### src/rtl/boid_frame_sequencer.sv
// boid_frame_sequencer
// Steps the boid memory and update datapath through one simulation frame:
// per boid LOAD -> SCAN (all neighbours) -> DRAIN -> UPDATE -> WAIT -> WRITE,
// then a one-cycle DONE that bumps the frame counter.
// Optional feature macro: BOID_SKIP_SELF_EN -- when defined, SCAN skips the
// boid's own index; when undefined, SCAN visits every index and the datapath
// is expected to mask the self term.
module boid_frame_sequencer #(
    parameter int N_BOIDS  = 2,
    parameter int W_FIELDS = 7,
    parameter int FRAME_W  = 16
) (
    input  logic                      clk,
    input  logic                      reset,
    input  logic                      start,
    input  logic                      dp_done,
    output logic                      busy,
    output logic                      done,
    output logic [FRAME_W-1:0]        frame_cnt,
    output logic [$clog2(N_BOIDS):0]  self_idx,
    output logic [$clog2(N_BOIDS):0]  other_idx,
    output logic                      rd_en_self,
    output logic                      rd_en_other,
    output logic                      acc_clr,
    output logic                      acc_en,
    output logic                      dp_start,
    output logic [W_FIELDS-1:0]       w_en
);

    localparam int IDX_W = $clog2(N_BOIDS) + 1;
    localparam logic [IDX_W-1:0] LAST_IDX = IDX_W'(N_BOIDS - 1);
    localparam logic [IDX_W-1:0] ONE_IDX  = IDX_W'(1);
    localparam logic [IDX_W-1:0] TWO_IDX  = IDX_W'(2);

    typedef enum logic [2:0] {
        IDLE,
        LOAD,
        SCAN,
        DRAIN,
        UPDATE,
        WAIT,
        WRITE,
        DONE
    } state_t;

    state_t            state;
    state_t            state_nxt;
    logic [IDX_W-1:0]  self_nxt;
    logic [IDX_W-1:0]  other_nxt;
    logic [IDX_W-1:0]  scan_first;
    logic [IDX_W-1:0]  scan_last;
    logic [IDX_W-1:0]  scan_step;

`ifdef BOID_SKIP_SELF_EN
    // Scan bounds and stride that step around the boid's own index
    always_comb begin
        scan_first = (self_idx == '0) ? ONE_IDX : '0;
        scan_last  = (self_idx == LAST_IDX) ? (LAST_IDX - ONE_IDX) : LAST_IDX;
        scan_step  = ((other_idx + ONE_IDX) == self_idx) ? (other_idx + TWO_IDX)
                                                         : (other_idx + ONE_IDX);
    end
`else
    // Scan bounds and stride covering every index, self included
    always_comb begin
        scan_first = '0;
        scan_last  = LAST_IDX;
        scan_step  = other_idx + ONE_IDX;
    end
`endif

    // State, index registers, delayed accumulate strobe and frame counter
    always_ff @(posedge clk or posedge reset) begin
        if (reset) begin
            state     <= IDLE;
            self_idx  <= '0;
            other_idx <= '0;
            acc_en    <= 1'b0;
            frame_cnt <= '0;
        end else begin
            state     <= state_nxt;
            self_idx  <= self_nxt;
            other_idx <= other_nxt;
            // read data appears one cycle after the strobe (M10K latency)
            acc_en    <= rd_en_other;
            if (state == DONE) begin
                frame_cnt <= frame_cnt + FRAME_W'(1);
            end
        end
    end

    // Next-state and index sequencing
    always_comb begin
        state_nxt = state;
        self_nxt  = self_idx;
        other_nxt = other_idx;
        case (state)
            IDLE: begin
                if (start) begin
                    state_nxt = LOAD;
                    self_nxt  = '0;
                end
            end
            LOAD: begin
                other_nxt = scan_first;
                state_nxt = SCAN;
            end
            SCAN: begin
                if (other_idx == scan_last) begin
                    state_nxt = DRAIN;
                end else begin
                    other_nxt = scan_step;
                end
            end
            DRAIN:  state_nxt = UPDATE;
            UPDATE: state_nxt = WAIT;
            WAIT: begin
                if (dp_done) begin
                    state_nxt = WRITE;
                end
            end
            WRITE: begin
                if (self_idx == LAST_IDX) begin
                    state_nxt = DONE;
                end else begin
                    self_nxt  = self_idx + ONE_IDX;
                    state_nxt = LOAD;
                end
            end
            DONE:    state_nxt = IDLE;
            default: state_nxt = IDLE;
        endcase
    end

    // Strobe decode from the current state
    always_comb begin
        busy        = 1'b0;
        done        = 1'b0;
        rd_en_self  = 1'b0;
        rd_en_other = 1'b0;
        acc_clr     = 1'b0;
        dp_start    = 1'b0;
        w_en        = '0;
        case (state)
            IDLE: ;
            LOAD: begin
                busy       = 1'b1;
                rd_en_self = 1'b1;
                acc_clr    = 1'b1;
            end
            SCAN: begin
                busy        = 1'b1;
                rd_en_other = 1'b1;
            end
            UPDATE: begin
                busy     = 1'b1;
                dp_start = 1'b1;
            end
            WRITE: begin
                busy = 1'b1;
                w_en = '1;
            end
            DONE: begin
                busy = 1'b1;
                done = 1'b1;
            end
            default: busy = 1'b1;
        endcase
    end

endmodule

### config.mk
export PLATFORM = sky130hd
export DESIGN_NAME = boid_frame_sequencer
export DESIGN_NICKNAME = d
export VERILOG_FILES = /design/src/rtl/boid_frame_sequencer.sv
export SDC_FILE = /design/constraint.sdc
export NUM_CORES = 1
export LEC_CHECK = 0
export BUFFER_PORTS_ARGS = -buffer_cell sky130_fd_sc_hd__buf_2
export CAP_MARGIN = 20
export CELL_PAD_IN_SITES_DETAIL_PLACEMENT = 0
export CELL_PAD_IN_SITES_GLOBAL_PLACEMENT = 2
export CORE_ASPECT_RATIO = 1.2
export CORE_UTILIZATION = 31
export DETAILED_ROUTE_END_ITERATION = 16
export HOLD_SLACK_MARGIN = 0.06
export PLACE_DENSITY = 0.86
export RECOVER_POWER = 50
export SETUP_SLACK_MARGIN = 0.1
export SLEW_MARGIN = 20
export SYNTH_ARGS = -nofsm -noshare
export SYNTH_HDL_FRONTEND = slang
export SYNTH_SLANG_ARGS = --single-unit
### constraint.sdc
create_clock -name clk -period 1.6 [get_ports clk]
set_input_delay 0.32 -clock clk [delete_from_list [all_inputs] [get_ports clk]]
set_output_delay 0.32 -clock clk [all_outputs]
set_load 0.02 [all_outputs]
==> impl_metrics.toml <==
[route]
first_pass_iters = 4
vias_per_cell = 4.78
vias = 1099
ant_nets = 0
wl_per_cell_um = 13.8
drt_wl_total_mm = 3.16
drcViolationCount = 0
drt-initial-drc-count = 23

[worst_setup_path]
crit_chain = "buf_6 > nand2_8 > nor2_4 > buf_6"
crit_cells = 4
critPathTopFamily = "flip-flops"
cp_num_buf_inv = 2
max_stage_delay_ns = 0.41
r2r-end = "other_idx[1]"
slowest_stage = "dfrtp_2"
r2r_cells = 5
cp_data_required_time_ns = 1.28
cp_common_cell = "buf_6"
end_kind = "output pin"
critPathLaunchType = "register"
cp-endpoint = "w_en[2]"
crit_arrival_ns = 1.28
r2r_setup_slack_ns = 0.07
crit_path_start = "state[1]"
crit_fanout = 7
worstReg2RegStart = "state[2]"
critPathKind = "register to output pin"

[grt]
track_usage = 0.152
gr-total-overflow = 0
antenna_found_initial = 0
grt_pass1_wl_mm = 5.07
grt_pass1_vias = 1112
grt_start_max_net_pins = 25

[floorplanning]
start_util = 0.322
die_area_um2 = 4320
die_w_um = 60.2
row_count = 25
dieHeight_um = 71.8
io_pins = 38
core_um2 = 3910

[timing]
setup_slack_ns = -0.00447
tightest_slew_ns = 1.26
rsz0062_at_grt = "true"
relSlewSlack = 0.157
finalHoldViolations = 0
timing.final.crit_share = 1.00
slew_viol_final = 0
fmax_mhz = 623
skew_ns = 0.00401
fin_tns_setup_ns = -0.0222
setup_violations = 7
fin_crit_ns = 1.60

[run]
drv_cap = 0

[layout]
antenna_cells = 0
fin_cells = 230
area_growth_pct = 49.8
nets = 184
fin_util = 0.482
final_layout_size_suffix_gt1_frac = 0.545

[yosys]
ys_async_sr_fraction = 1.00
yosysTopAreaCell = "dfrtp_1"
postSynthAreaPerCell_um2 = 10.7
ys.flop_type = "dfrtp_1"
synthesis.area_um2 = 1260
yosysSeqAreaShare = 0.477
synth_cells = 118
synthTopCellsByArea = "dfrtp_1, xnor2_1, buf_4"
synth_fp_nets = 125
synth_seq_cells = 24
netlist.area_leader.share = 0.477
synth_edf_count = 0
ys_warn_count = 0
synth_cell_types = 34

[pwr]
p_per_area_nw_per_um2 = 1690
power_mw = 3.18
ir_worst_vdd_v = 0.000703
p_leak_nw = 0.951

[clock_tree]
cts-buffers-inserted = 3
cts_num_sinks = 24
ctsLongestPathBuffers = 2
clk_pin_slew_ns = 0.08
tritoncts = "yes"
clockRootBuffer = "clkbuf_8"
hold_buffers = 0
htreeDepth = 1
insertion_delay_ns = 0.27

[worst_hold_path]
hold_class = "input port to register"

[run_status]
status = "finished, violations left"
violations = "negative setup slack"

[place]
dp_hpwl_mm = 1.91
gp_congestion = 0.782
pre_cts_ws_ns = 0.0744
place_inst = 200
portBuffers = 37
-- worst min-delay path by stage --
stage,to,depth (start not counted),slack (ns),start
3_5_place_dp,frame_cnt[14],3,0.38,reset
5_1_grt,state[1],3,0.37,dp_done
6_report,state[1],3,0.35,dp_done
2_1_floorplan,acc_en,1,0.33,reset
3_3_place_gp,acc_en,3,0.37,reset
4_1_cts,frame_cnt[8],3,0.09,reset
-- cells by family after synthesis --
kind of cell               Yosys count  synth area share
adders and majority gates            3            0.0298
xor gates and xnor gates            15             0.104
muxes                                1           0.00895
DFF                                 24             0.477
and+or+nand+nor                     41             0.215
buffers and inverters               18            0.0825
AOI/OAI and AO/OA                   16            0.0825
-- registers in the layout, summed over array words and instances, names as in the netlist --
name       count
state          3
frame_cnt     16
other_idx      2
self_idx       2
acc_en         1
-- layout by cell type, fill, tap and decap left out, types with 2 or more instances in the layout --
master    instances
nor4_4            2
o21ai_0           3
nand2_1           5
xnor2_1          10
a21oi_1           4
dfrtp_2           6
xor2_1            5
dfrtp_1          18
clkbuf_8          4
nor2b_1           2
buf_6            14
nand3_1           6
nand4_4           2
nor2_1            4
nor2_4            4
nand4_1           3
inv_1             4
nor3_1            2
ha_1              2
buf_4            27
a22o_1            2
o22ai_1           2
buf_2            24
-- tightest hold or removal path, cell delays in order --
cell and delay (ns):
buf_2 0.08, nor2_1 0.05, o22ai_1 0.11
-- synthesized netlist by cell type (2+ instances only) --
master / instances
dfrtp_1: 24
a22o_1: 2
and3_1: 2
a21oi_1: 4
inv_1: 6
nor2_1: 9
nor4_4: 2
xnor2_1: 10
nand3_1: 6
ha_1: 3
nand2_1: 6
o21ai_0: 4
nor2b_1: 2
o22ai_1: 2
clkbuf_1: 2
nor3_1: 3
nand4_1: 3
xor2_1: 5
nand4_2: 2
buf_4: 7
-- layout make-up --
cell class / count / area, um^2
multi-input cells: 76 / 642
fillers: 379 / 2020
inverters: 6 / 28.8
well taps: 54 / 67.6
clock buffers: 4 / 55.1
flip-flops and latches: 24 / 608
repair buffers: 66 / 484
-- metal layers --
| metal | track usage | up-vias | wire, um |
|---|---|---|---|
| li1 | - | 515 | - |
| met1 | 0.190 | 528 | 1260 |
| met2 | 0.265 | 49 | 1650 |
| met3 | 0.0217 | 7 | 186 |
| met4 | 0.0465 | 0 | 64 |
| met5 | 0 | - | 0 |
-- per-stage QoR --
stage,instance area (um^2),hold WS (ns)
after global placement,1470,0.373
final,1890,0.348
after CTS,1810,0.0931
after global routing,1890,0.367
after floorplan,1310,0.334
after detailed placement,1470,0.380
-- where the power goes --
part	internal, mW	switching, mW
clock	0.220	0.191
combinational	0.888	0.959
sequential	0.746	0.174
total	1.85	1.32
-- repair_timing --
| action | 4_1_cts | 5_1_grt |
|---|---|---|
| endpoints found under the setup margin | 15 | 20 |
| hold endpoints to repair | 0 | 0 |
| resized for setup | 37 | 11 |
| pin swaps | 4 | 7 |
| buffers inserted | 21 | 5 |
| cloned | 0 | 0 |
Note: power is estimated with default switching activity, not from simulation.
